[src/rtl/semaphore_pkg.sv]
// Shared encodings for the semaphore control unit and its phase timer.
package semaphore_pkg;

    localparam logic [1:0] TM_MAIN = 2'b00;
    localparam logic [1:0] TM_SEC  = 2'b01;
    localparam logic [1:0] TM_YEL  = 2'b10;

    localparam logic [1:0] SF_PGREEN  = 2'd0;
    localparam logic [1:0] SF_PYELLOW = 2'd1;
    localparam logic [1:0] SF_SGREEN  = 2'd2;
    localparam logic [1:0] SF_SYELLOW = 2'd3;

    typedef logic [1:0] state_t;
    localparam state_t ST_LOAD = 2'd0;
    localparam state_t ST_RUN  = 2'd1;
    localparam state_t ST_FIRE = 2'd2;

endpackage

[src/rtl/tick_prescaler.sv]
// Free-running divider: one-cycle tick every PRESCALE enabled cycles; clear restarts the count.
module tick_prescaler #(
    parameter int unsigned PRESCALE = 50000000
) (
    input  logic i_clk,
    input  logic i_rst_n,
    input  logic i_clear,
    input  logic i_enable,
    output logic o_tick_c
);

    localparam int unsigned PW = (PRESCALE > 1) ? $clog2(PRESCALE) : 1;
    localparam logic [PW-1:0] LAST = PW'(PRESCALE - 1);

    logic [PW-1:0] r_count;

    assign o_tick_c = i_enable && (r_count == LAST);

    always_ff @(posedge i_clk) begin
        if (!i_rst_n) begin
            r_count <= '0;
        end else if (i_clear) begin
            r_count <= '0;
        end else if (i_enable) begin
            r_count <= o_tick_c ? '0 : r_count + PW'(1);
        end
    end

endmodule

[src/rtl/semaphore_phase_timer.sv]
// Phase sequencer: times each controller phase in prescaled ticks, pulses trigger at phase end,
// and cuts a green short once a conflicting pedestrian request has waited out the minimum green.
module semaphore_phase_timer #(
    parameter int unsigned PRESCALE   = 50000000,
    parameter int unsigned CNT_W      = 8,
    parameter int unsigned MAIN_TICKS = 30,
    parameter int unsigned SEC_TICKS  = 20,
    parameter int unsigned YEL_TICKS  = 4,
    parameter int unsigned MIN_TICKS  = 10
) (
    input  logic             clock,
    input  logic             reset,
    input  logic [1:0]       TimerMux,
    input  logic [1:0]       StateFlag,
    input  logic             hold,
    input  logic             ped_btn_main,
    input  logic             ped_btn_sec,
    output logic             trigger,
    output logic [CNT_W-1:0] remaining,
    output logic             ped_wait_main,
    output logic             ped_wait_sec
);

    import semaphore_pkg::*;

    localparam int unsigned MAIN_D = (MAIN_TICKS == 0) ? 1 : MAIN_TICKS;
    localparam int unsigned SEC_D  = (SEC_TICKS  == 0) ? 1 : SEC_TICKS;
    localparam int unsigned YEL_D  = (YEL_TICKS  == 0) ? 1 : YEL_TICKS;

    localparam logic [CNT_W-1:0] MAIN_DUR = CNT_W'(MAIN_D);
    localparam logic [CNT_W-1:0] SEC_DUR  = CNT_W'(SEC_D);
    localparam logic [CNT_W-1:0] YEL_DUR  = CNT_W'(YEL_D);

    generate
        if (PRESCALE < 2 || CNT_W < 1 || CNT_W > 31 ||
            (MAIN_D >> CNT_W) != 0 || (SEC_D >> CNT_W) != 0 || (YEL_D >> CNT_W) != 0) begin : g_bad_param
            $error("semaphore_phase_timer: PRESCALE must be >=2 and durations must fit in CNT_W bits");
        end
    endgenerate

    state_t           r_state;
    state_t           w_state_nx;
    logic [CNT_W-1:0] r_remaining;
    logic [CNT_W-1:0] w_rem_nx;
    logic [CNT_W-1:0] r_dur;
    logic [CNT_W-1:0] w_dur_nx;
    logic [1:0]       r_tm;
    logic [1:0]       w_tm_nx;
    logic             r_trigger;
    logic             w_trig_nx;
    logic             r_ped_wait_main;
    logic             r_ped_wait_sec;

    logic [CNT_W-1:0] w_dur_sel;
    logic [CNT_W-1:0] w_rem_dec;
    logic [CNT_W-1:0] w_elapsed;
    logic             w_conflict;
    logic             w_cut;
    logic             w_tick;

    tick_prescaler #(
        .PRESCALE (PRESCALE)
    ) u_prescaler (
        .i_clk    (clock),
        .i_rst_n  (reset),
        .i_clear  (r_state == ST_LOAD),
        .i_enable ((r_state == ST_RUN) && !hold),
        .o_tick_c (w_tick)
    );

    // TimerMux 2'b11 is a second yellow code.
    always_comb begin
        case (TimerMux)
            TM_MAIN: w_dur_sel = MAIN_DUR;
            TM_SEC:  w_dur_sel = SEC_DUR;
            default: w_dur_sel = YEL_DUR;
        endcase
    end

    // Only the green being timed can be cut, and only by the crossing it blocks.
    always_comb begin
        case (r_tm)
            TM_MAIN: w_conflict = r_ped_wait_main;
            TM_SEC:  w_conflict = r_ped_wait_sec;
            default: w_conflict = 1'b0;
        endcase
    end

    assign w_rem_dec = r_remaining - CNT_W'(1);
    assign w_elapsed = r_dur - w_rem_dec;
    assign w_cut     = w_conflict && (32'(w_elapsed) >= MIN_TICKS);

    always_comb begin
        w_state_nx = r_state;
        w_rem_nx   = r_remaining;
        w_dur_nx   = r_dur;
        w_tm_nx    = r_tm;
        w_trig_nx  = 1'b0;
        case (r_state)
            ST_LOAD: begin
                w_dur_nx   = w_dur_sel;
                w_rem_nx   = w_dur_sel;
                w_tm_nx    = TimerMux;
                w_state_nx = ST_RUN;
            end
            ST_RUN: begin
                if (w_tick) begin
                    w_rem_nx = w_rem_dec;
                    if (w_rem_dec == '0 || w_cut) begin
                        w_rem_nx   = '0;
                        w_trig_nx  = 1'b1;
                        w_state_nx = ST_FIRE;
                    end
                end
            end
            ST_FIRE: begin
                w_rem_nx   = '0;
                w_state_nx = ST_LOAD;
            end
            default: begin
                w_rem_nx   = '0;
                w_state_nx = ST_LOAD;
            end
        endcase
    end

    always_ff @(posedge clock) begin
        if (!reset) begin
            r_state     <= ST_LOAD;
            r_remaining <= '0;
            r_dur       <= '0;
            r_tm        <= TM_YEL;
            r_trigger   <= 1'b0;
        end else begin
            r_state     <= w_state_nx;
            r_remaining <= w_rem_nx;
            r_dur       <= w_dur_nx;
            r_tm        <= w_tm_nx;
            r_trigger   <= w_trig_nx;
        end
    end

    // Requests clear while their own walk green is showing; clear beats a same-cycle press.
    always_ff @(posedge clock) begin
        if (!reset) begin
            r_ped_wait_main <= 1'b0;
            r_ped_wait_sec  <= 1'b0;
        end else begin
            if (StateFlag == SF_SGREEN) begin
                r_ped_wait_main <= 1'b0;
            end else if (ped_btn_main) begin
                r_ped_wait_main <= 1'b1;
            end
            if (StateFlag == SF_PGREEN) begin
                r_ped_wait_sec <= 1'b0;
            end else if (ped_btn_sec) begin
                r_ped_wait_sec <= 1'b1;
            end
        end
    end

    assign trigger       = r_trigger;
    assign remaining     = r_remaining;
    assign ped_wait_main = r_ped_wait_main;
    assign ped_wait_sec  = r_ped_wait_sec;

endmodule

[config.mk]
export PLATFORM = sky130hd
export DESIGN_NAME = semaphore_phase_timer
export DESIGN_NICKNAME = d
export VERILOG_FILES = /design/src/rtl/semaphore_pkg.sv /design/src/rtl/tick_prescaler.sv /design/src/rtl/semaphore_phase_timer.sv
export SDC_FILE = /design/constraint.sdc
export NUM_CORES = 1
export LEC_CHECK = 0
export BUFFER_PORTS_ARGS = -buffer_cell sky130_fd_sc_hd__buf_4
export CAP_MARGIN = 10
export CORE_ASPECT_RATIO = 0.6
export CORE_MARGIN = 1.5
export CORE_UTILIZATION = 35
export CTS_CLUSTER_DIAMETER = 40
export DETAILED_ROUTE_END_ITERATION = 7
export SETUP_SLACK_MARGIN = 0.02
export SYNTH_ARGS = -nofsm -noshare
export SYNTH_HDL_FRONTEND = slang
export SYNTH_SLANG_ARGS = --single-unit
[constraint.sdc]
create_clock -name clock -period 3.1 [get_ports clock]
set_input_delay 0.155 -clock clock [delete_from_list [all_inputs] [get_ports clock]]
set_output_delay 0.155 -clock clock [all_outputs]
set_load 0.05 [all_outputs]
==> impl_metrics.toml, run 1 <==
[die]
placementRows = 23
die_width_um = 109.4
io_pins = 20
start_util = 0.3592
die_area_mm2 = 0.007312
core-area_mm2 = 0.006619
fp.dieH_um = 66.84

[pwr]
power.share.clock = 0.357
peakVddDrop_uv = 320.2
p_int_mw = 1.008
power.density_mw_per_mm2 = 497.0
seqPwrFrac = 0.420
p_leak_nw = 1.041
switching_share = 0.2877
p_total_mw = 1.415
combPwrFrac = 0.223
p_switching_mw = 0.4071

[critical_path]
critPathCaptureType = "flip-flop"
startpoint = "remaining[1]$_SDFFE_PN0P_"
worst-r2r-cell-count = 10
worstPathArrival_ns = 2.99
critPathCapture = "remaining[7]$_SDFFE_PN0P_"
cp_max_fo = 5
critical_path_buf_inv_count = 1
worstPathCellList = "inv_1, ha_2, nand2_1, xor2_1, ha_1, o211ai_1, a2111o_1, a2111oi_4, nor3_1, nor4_1"
r2r-start = "remaining[1]$_SDFFE_PN0P_"
path_delay_family = "compound AO/OA/AOI/OAI gates"
cp-start-kind = "flip-flop"
path_depth = 10
r2r_slack_ns = 0.28
slowest_delay_ns = 0.46
critPathSlowestCell = "a2111o_1"
critPathKind = "flip-flop to flip-flop"
required_ns = 3.27
rr_endpoint = "remaining[7]$_SDFFE_PN0P_"

[routing]
wl_per_cell_um = 13.71
drc = 0
first_iter_violations = 202
vias = 2072
totalWireLength_um = 5471
first_pass_iters = 4
ant_nets = 0
via_per_inst = 5.193

[grt]
grt_pass1_vias = 1865
overflow = 0
grt_usage = 0.1676
grt_max_degree = 25
grt_pass1_wl_um = 9404
antenna_found_initial = 0

[place]
dp_hpwl_um = 4109
portBuffers = 19
placed_area_mm2 = 0.002683
gp_congestion = 0.8438

[sta]
setup_tns_ns = 0
tightest_slew_ns = 0.4591
max_freq_mhz = 354.7
hold_viol = 0
clock_skew_ns = 0.008365
fin_crit_ns = 2.819
drv_slew = 0
rsz0062_at_grt = "false"
period_share = 0.9094
setup_viol = 0
timing.slew.headroom = 0.6940

[run_status]
status = "complete, no violations"

[clock_network]
clkTransAtPathRegs_ns = 0.06
post_cts_resized = 0
h-tree-depth = 2
insertion_delay_ns = 0.28
cts-root-buf = "clkbuf_16"
cts_tree = "built"
cts_buffer_depth = 2
cts.sinks = 44
cts_setup_buffers = 0
cts_made_buffers = 5
ctsHoldBuffers = 0

[synthesis]
ys_types = 52
async_flop_share = 0
synth_top_cell_by_area = "dfxtp_1"
synth-seq-cells = 44
synth_area_leaders = "dfxtp_1 37%, xor2_1 7.0%, nor2_1 6.5%"
synth-main-ff-cell = "dfxtp_1"
synth_top_area_share = 0.3705
netlist_area_mm2 = 0.002377
postSynthCellCount = 284
synth_edf_count = 0
avgSynthCellArea_um2 = 8.371
synth_nets = 300
seq_area_frac_synth = 0.3705
ys_warn_count = 0

[finish]
fill_cells = 650
area_growth_pct = 19.74
drive_above_1_share = 0.1859
fin_nets = 327
diodes = 0
most-common-layout-cells = "42 x dfxtp_1, 41 x nor2_1, 30 x nand2_1, 30 x buf_4, 19 x xor2_1"
final_common_cell = "dfxtp_1"
final_area_mm2 = 0.002846

[min_path]
hp-class = "input port to flip-flop"
whs_path_depth = 2

[job]
drv_cap = 0
==> layout make-up <==
cell class                      count  area [µm²]  area share
Timing Repair Buffer               31       245.2     0.08615
Clock buffer                        6       128.9     0.04527
Sequential cell                    44       888.4      0.3121
Inverter                            8       30.03     0.01055
Tap cell                           87       108.9     0.03824
Clock inverter                      2       12.51    0.004396
Multi-Input combinational cell    221        1433      0.5033
==> synth_stat cells (all sizes together), types with 2 or more instances <==
library cell  instances
ha                    7
inv                   7
nor4                  3
a2111o                2
dfxtp                44
nand2                30
a31oi                 6
o31ai                 2
nand4                12
clkbuf                5
nor3b                 4
or3                   4
xnor2                 8
o21ai                 7
nor3                  4
a21oi                13
nand3                17
o211ai                2
and3                  4
nand3b                2
xor2                 20
nor2b                 4
o22ai                 4
mux2i                 3
or2                   5
nor2                 42
buf                   6
==> power groups by stage <==
stage / Combinational [mW] / Sequential, mW / Clock (mW)
2_1_floorplan: 0.193 / 0.630 / 0
3_3_place_gp: 0.299 / 0.605 / 0
3_5_place_dp: 0.300 / 0.605 / 0
4_1_cts: 0.301 / 0.593 / 0.522
5_1_grt: 0.344 / 0.596 / 0.552
6_report: 0.315 / 0.594 / 0.505
==> metrics by stage <==
step / worst slack [ns] / hold WS, ns / utilization / instances
4_1_cts: 0.1416 / 0.04955 / 0.4267 / 399
3_5_place_dp: 0.1587 / 0.3453 / 0.4053 / 391
6_report: 0.2810 / 0.05671 / 0.4301 / 399
3_3_place_gp: 0.2310 / 0.3404 / 0.4053 / 391
5_1_grt: 0.05334 / 0.04349 / 0.4301 / 399
2_1_floorplan: 0.09138 / 0.2454 / - / 284
==> per-layer routing <==
layer	vias to the layer above	GRT usage	wire (µm)
met5	-	0	0
met4	0	0.03571	21
met3	2	0.04501	403
met2	70	0.2112	2093
met1	942	0.2689	2953
li1	1058	-	-
==> logic make-up after synthesis <==
kind of cell    after synthesis  synth area share
simple gates                137            0.2853
compound gates               44            0.1358
buf+inv                      19           0.03631
mux                           4           0.01737
flops                        44            0.3705
xor+xnor                     29            0.1179
fa+ha+maj                     7           0.03684
==> flip-flops by register name (all words and copies together) (netlist names) <==
name                 count
ped_wait_sec             1
u_prescaler.r_count     26
r_tm                     2
r_dur                    3
ped_wait_main            1
trigger                  1
remaining                8
r_state                  2
==> worst min-delay path by stage <==
stage                       startpoint                    endpoint  slack (ns)
after global routing      StateFlag[1]  ped_wait_main$_SDFFE_PP0P_        0.04
after floorplan           StateFlag[1]  ped_wait_main$_SDFFE_PP0P_        0.25
after CTS                 StateFlag[1]  ped_wait_main$_SDFFE_PP0P_        0.05
final                     StateFlag[1]  ped_wait_main$_SDFFE_PP0P_        0.06
after detailed placement  StateFlag[1]  ped_wait_main$_SDFFE_PP0P_        0.35
after global placement    StateFlag[1]  ped_wait_main$_SDFFE_PP0P_        0.34
(Power assumes the default switching activity.)
==> run 2, diff against run 1 <==
--- a/config.mk
+++ b/config.mk
@@ -12,6 +12,7 @@
 export CORE_UTILIZATION = 35
 export CTS_CLUSTER_DIAMETER = 40
 export DETAILED_ROUTE_END_ITERATION = 7
+export MAX_ROUTING_LAYER = met4
 export SETUP_SLACK_MARGIN = 0.02
 export SYNTH_ARGS = -nofsm -noshare
 export SYNTH_HDL_FRONTEND = slang
==> run 2 against run 1 <==
  * Non-clock buffer count unchanged
  * Sequential share of layout area unchanged
  * Largest cell class unchanged
  * Routed wire length down 0.46%
  * Clock power about the same
  * Flip-flop and latch count unchanged
  * Core utilization unchanged
  * Setup slack worse by 0.025 ns
  * Highest routed layer unchanged
==> impl_metrics.toml, run 2 (synthesized netlist as in run 1, its figures left out) <==
[finish]
area_growth_pct = 19.74
largest-register = "u_prescaler.r_count"
drive_above_1_share = 0.1859
diodes = 0
final_core_util = 0.4301
final_common_cell = "dfxtp_1"
fin_nets = 327
largest_register_ffs = 26
most-common-layout-cells = "42 x dfxtp_1, 41 x nor2_1, 30 x nand2_1, 30 x buf_4, 19 x xor2_1"

[job]
drv_cap = 0

[clock_network]
clkTransAtPathRegs_ns = 0.06
insertion_delay_ns = 0.28
cts_made_buffers = 5
cts_buffer_depth = 2
cts.sinks = 44
cts_tree = "built"
cts-root-buf = "clkbuf_16"
cts_setup_buffers = 0
h-tree-depth = 2

[critical_path]
cp-start-kind = "flip-flop"
critical_path_buf_inv_count = 1
critPathCaptureType = "flip-flop"
required_ns = 3.28
critPathSlowestCell = "a2111o_1"
rr_endpoint = "remaining[7]$_SDFFE_PN0P_"
path_delay_family = "compound AO/OA/AOI/OAI gates"
slowest_delay_ns = 0.46
worstPathArrival_ns = 3.02
r2r-start = "remaining[1]$_SDFFE_PN0P_"
worst-r2r-cell-count = 10
worstPathCellList = "inv_1, ha_2, nand2_1, xor2_1, ha_1, o211ai_1, a2111o_1, a2111oi_4, nor3_1, nor4_1"
cp_max_fo = 5
r2r_slack_ns = 0.26
critPathKind = "flip-flop to flip-flop"

[routing]
first_iter_violations = 179
drc = 0
totalWireLength_um = 5446
via_per_inst = 5.143
first_pass_iters = 4
ant_nets = 0
vias = 2052
wl_per_cell_um = 13.65

[die]
start_util = 0.3592
core-area_mm2 = 0.006619
placementRows = 23
die_area_mm2 = 0.007312
io_pins = 20
fp.dieH_um = 66.84
die_width_um = 109.4

[sta]
fin_ws_ns = 0.2559
setup_tns_ns = 0
period_share = 0.9175
drv_slew = 0
max_freq_mhz = 351.6
fin_crit_ns = 2.844
tightest_slew_ns = 0.4630
rsz0062_at_grt = "false"
clock_skew_ns = 0.007542
timing.slew.headroom = 0.6913
hold_viol = 0
setup_viol = 0

[grt]
grt_pass1_vias = 1864
antenna_found_initial = 0
grt_pass1_wl_um = 9377
grt_usage = 0.1720
overflow = 0
grt_max_degree = 25

[pwr]
peakVddDrop_uv = 319.6
p_leak_nw = 1.041
power.density_mw_per_mm2 = 497.1

[place]
gp_congestion = 0.8570
portBuffers = 19
dp_hpwl_um = 4109
dp_slack_ns = 0.1587

[min_path]
hp-class = "input port to flip-flop"
min_from = "StateFlag[1]"
min_to = "ped_wait_main$_SDFFE_PP0P_"
whs_path_depth = 2

[run_status]
status = "complete, no violations"
[run 2: final cells by class]
cell class | instances | area, µm²
well taps | 87 | 108.9
fillers | 650 | 3772
repair buffers | 31 | 245.2
flip-flops and latches | 44 | 888.4
multi-input cells | 221 | 1433
clock buffers | 6 | 128.9
clock inverters | 2 | 12.51
inverters | 8 | 30.03
[run 2: worst max path at each step]
stage                              start                         to  slack [ns]  cells after the start
2_1_floorplan  remaining[1]$_SDFFE_PN0P_  remaining[3]$_SDFFE_PN0P_        0.09                     12
3_3_place_gp   remaining[0]$_SDFFE_PN0P_  remaining[3]$_SDFFE_PN0P_        0.23                     11
3_5_place_dp   remaining[1]$_SDFFE_PN0P_  remaining[3]$_SDFFE_PN0P_        0.16                     11
4_1_cts        remaining[1]$_SDFFE_PN0P_  remaining[3]$_SDFFE_PN0P_        0.14                     11
5_1_grt        remaining[2]$_SDFFE_PN0P_  remaining[3]$_SDFFE_PN0P_        0.05                      9
6_report       remaining[1]$_SDFFE_PN0P_  remaining[7]$_SDFFE_PN0P_        0.26                     10
[run 2: timing repair]
action | 4_1_cts | 5_1_grt
resized for setup | 0 | 3
hold buffers | 0 | 0
setup endpoints to repair | 0 | 7
[run 2: power breakdown]
| group | internal (mW) | leakage [nW] | switching, mW | total, mW |
|---|---|---|---|---|
| Combinational | 0.131 | 0.615 | 0.185 | 0.316 |
| Sequential | 0.580 | 0.359 | 0.0144 | 0.594 |
| Clock | 0.297 | 0.0669 | 0.208 | 0.505 |
| Total | 1.01 | 1.04 | 0.407 | 1.41 |
[run 2: through the flow]
step           hold slack (ns)  total power [mW]  cell area (µm²)  cells
6_report               0.05581             1.415             2846    399
5_1_grt                0.04348             1.491             2846    399
4_1_cts                0.04955             1.416             2824    399
3_5_place_dp            0.3453            0.9053             2683    391
3_3_place_gp            0.3404            0.9047             2683    391
2_1_floorplan           0.2454            0.8229             2385    284
[run 2: layer usage]
layer	vias to the layer above	GRT usage	wire length [µm]
met5	-	-	0
met4	0	0.03571	18
met3	2	0.04501	369
met2	65	0.2104	2052
met1	930	0.2689	3005
li1	1055	-	-
==> run 3, diff against run 2 <==
--- a/config.mk
+++ b/config.mk
@@ -7,7 +7,7 @@
 export LEC_CHECK = 0
 export BUFFER_PORTS_ARGS = -buffer_cell sky130_fd_sc_hd__buf_4
 export CAP_MARGIN = 10
-export CORE_ASPECT_RATIO = 0.6
+export CORE_ASPECT_RATIO = 1.75
 export CORE_MARGIN = 1.5
 export CORE_UTILIZATION = 35
 export CTS_CLUSTER_DIAMETER = 40
==> run 3 against run 2 <==
  * Critical path depth rose by 3
  * Clock-buffer cell count rose by 1
  * Power rose by 4.2%
  * Largest cell class unchanged
  * Highest routed layer unchanged
==> impl_metrics.toml, run 3 (synthesized netlist as in run 1, its figures left out) <==
[sta]
tightest_slew_ns = 0.6274
timing.slew.headroom = 0.5809
drv_slew = 0
setup_viol = 0
hold_viol = 0
period_share = 0.9455
max_freq_mhz = 341.2
rsz0062_at_grt = "false"
fin_crit_ns = 2.931
clock_skew_ns = 0.005341
setup_tns_ns = 0

[routing]
first_iter_violations = 122
drc = 0
ant_nets = 0
totalWireLength_um = 6049
via_per_inst = 5.304
vias = 2095
wl_per_cell_um = 15.31
first_pass_iters = 4

[finish]
final_area_mm2 = 0.002849
final_cell_count_no_fill = 395
drive_above_1_share = 0.1917
diodes = 0
final_core_util = 0.4357
fin_nets = 328
area_growth_pct = 19.84
most-common-layout-cells = "42 x dfxtp_1, 41 x nor2_1, 32 x buf_4"
largest-register = "u_prescaler.r_count"
final_common_cell = "dfxtp_1"
largest_register_ffs = 26

[clock_network]
cts.sinks = 44
cts_made_buffers = 5
clkTransAtPathRegs_ns = 0.06
cts_tree = "built"
cts_buffer_depth = 2
insertion_delay_ns = 0.28
cts-root-buf = "clkbuf_16"
h-tree-depth = 2
ctsHoldBuffers = 0

[grt]
grt_pass1_vias = 2046
antenna_found_initial = 0
grt_pass1_wl_um = 9880
overflow = 0
grt_max_degree = 25
grt_usage = 0.1770

[pwr]
peakVddDrop_uv = 332.6
power.density_mw_per_mm2 = 517.6
p_total_mw = 1.475
p_leak_nw = 1.055

[place]
placed_area_mm2 = 0.002664
dp_hpwl_um = 4588
place_inst = 386
gp_congestion = 0.8890
portBuffers = 19

[die]
die_width_um = 65.30
die_area_mm2 = 0.007315
placementRows = 39
start_util = 0.3636
io_pins = 20
fp.dieH_um = 112.0
core-area_mm2 = 0.006539

[run_status]
status = "complete, no violations"

[min_path]
hp-class = "input port to flip-flop"
min_from = "StateFlag[1]"

[critical_path]
critPathCaptureType = "flip-flop"
r2r-start = "remaining[0]$_SDFFE_PN0P_"
worstPathCellList = "inv_1, ha_2, xnor2_2, ha_1, buf_4, a21oi_1, o211ai_1, a21oi_1, o2111ai_2, a2111oi_4, buf_4, nor3_1, nor4_1"
critPathSlowestCell = "a2111oi_4"
critPathKind = "flip-flop to flip-flop"
required_ns = 3.29
startpoint = "remaining[0]$_SDFFE_PN0P_"
slowest_delay_ns = 0.46
cp-start-kind = "flip-flop"
cp_max_fo = 9
worstPathArrival_ns = 3.13

[job]
drv_cap = 0
[run 3: cell type report]
| cell class | instances | area, µm² |
|---|---|---|
| fill | 681 | 3690 |
| multi-input combinational | 221 | 1429 |
| sequential | 44 | 888.4 |
| timing repair buffer | 32 | 240.2 |
| clock buffer | 7 | 153.9 |
| tap | 82 | 102.6 |
| inverter | 8 | 30.03 |
| clock inverter | 1 | 5.005 |
[run 3: report_power, final]
part           switching (mW)  internal, mW  total, mW
logic                   0.193         0.128      0.322
clock network           0.210         0.346      0.556
registers              0.0174         0.580      0.597
total                   0.420          1.05       1.47
[run 3: critical path: cells and delay by family (launching register included)]
kind,cells,cell delay [ns]
AO/OA/AOI/OAI,5,1.06
adder cells (fa/ha/maj),2,0.54
buffers and inverters,3,0.43
flip-flops,1,0.39
AND/OR/NAND/NOR,2,0.27
XOR/XNOR,1,0.15
[run 3: routing by layer]
metal | up-vias | routed length [µm] | GRT usage
met3 | 8 | 90 | 0.02104
met4 | 0 | 117 | 0.05833
li1 | 1062 | - | -
met1 | 1004 | 2333 | 0.1722
met2 | 21 | 3507 | 0.3463
met5 | - | 0 | -
[run 3: worst paths after layout]
| check | endpoint | slack, ns | cells after the start |
|---|---|---|---|
| setup / recovery | remaining[7]$_SDFFE_PN0P_ | 0.17 | 13 |
| hold / removal | ped_wait_main$_SDFFE_PP0P_ | 0.06 | 2 |
| setup reg to reg | remaining[7]$_SDFFE_PN0P_ | 0.17 | 13 |
| hold reg to reg | r_tm[1]$_SDFFE_PN1P_ | 0.47 | 2 |
[run 3: repair_timing]
item                       in CTS  in global routing
setup buffers                   0                  1
setup endpoints to repair       0                 10
gates resized for setup         0                  4
[run 3: through the flow]
stage	hold slack [ns]	setup WS [ns]
after CTS	0.06279	0.07288
final	0.05904	0.1689
after global routing	0.06643	0.009997
after detailed placement	0.3552	0.08807
after floorplan	0.2454	0.09138
after global placement	0.3409	0.1858
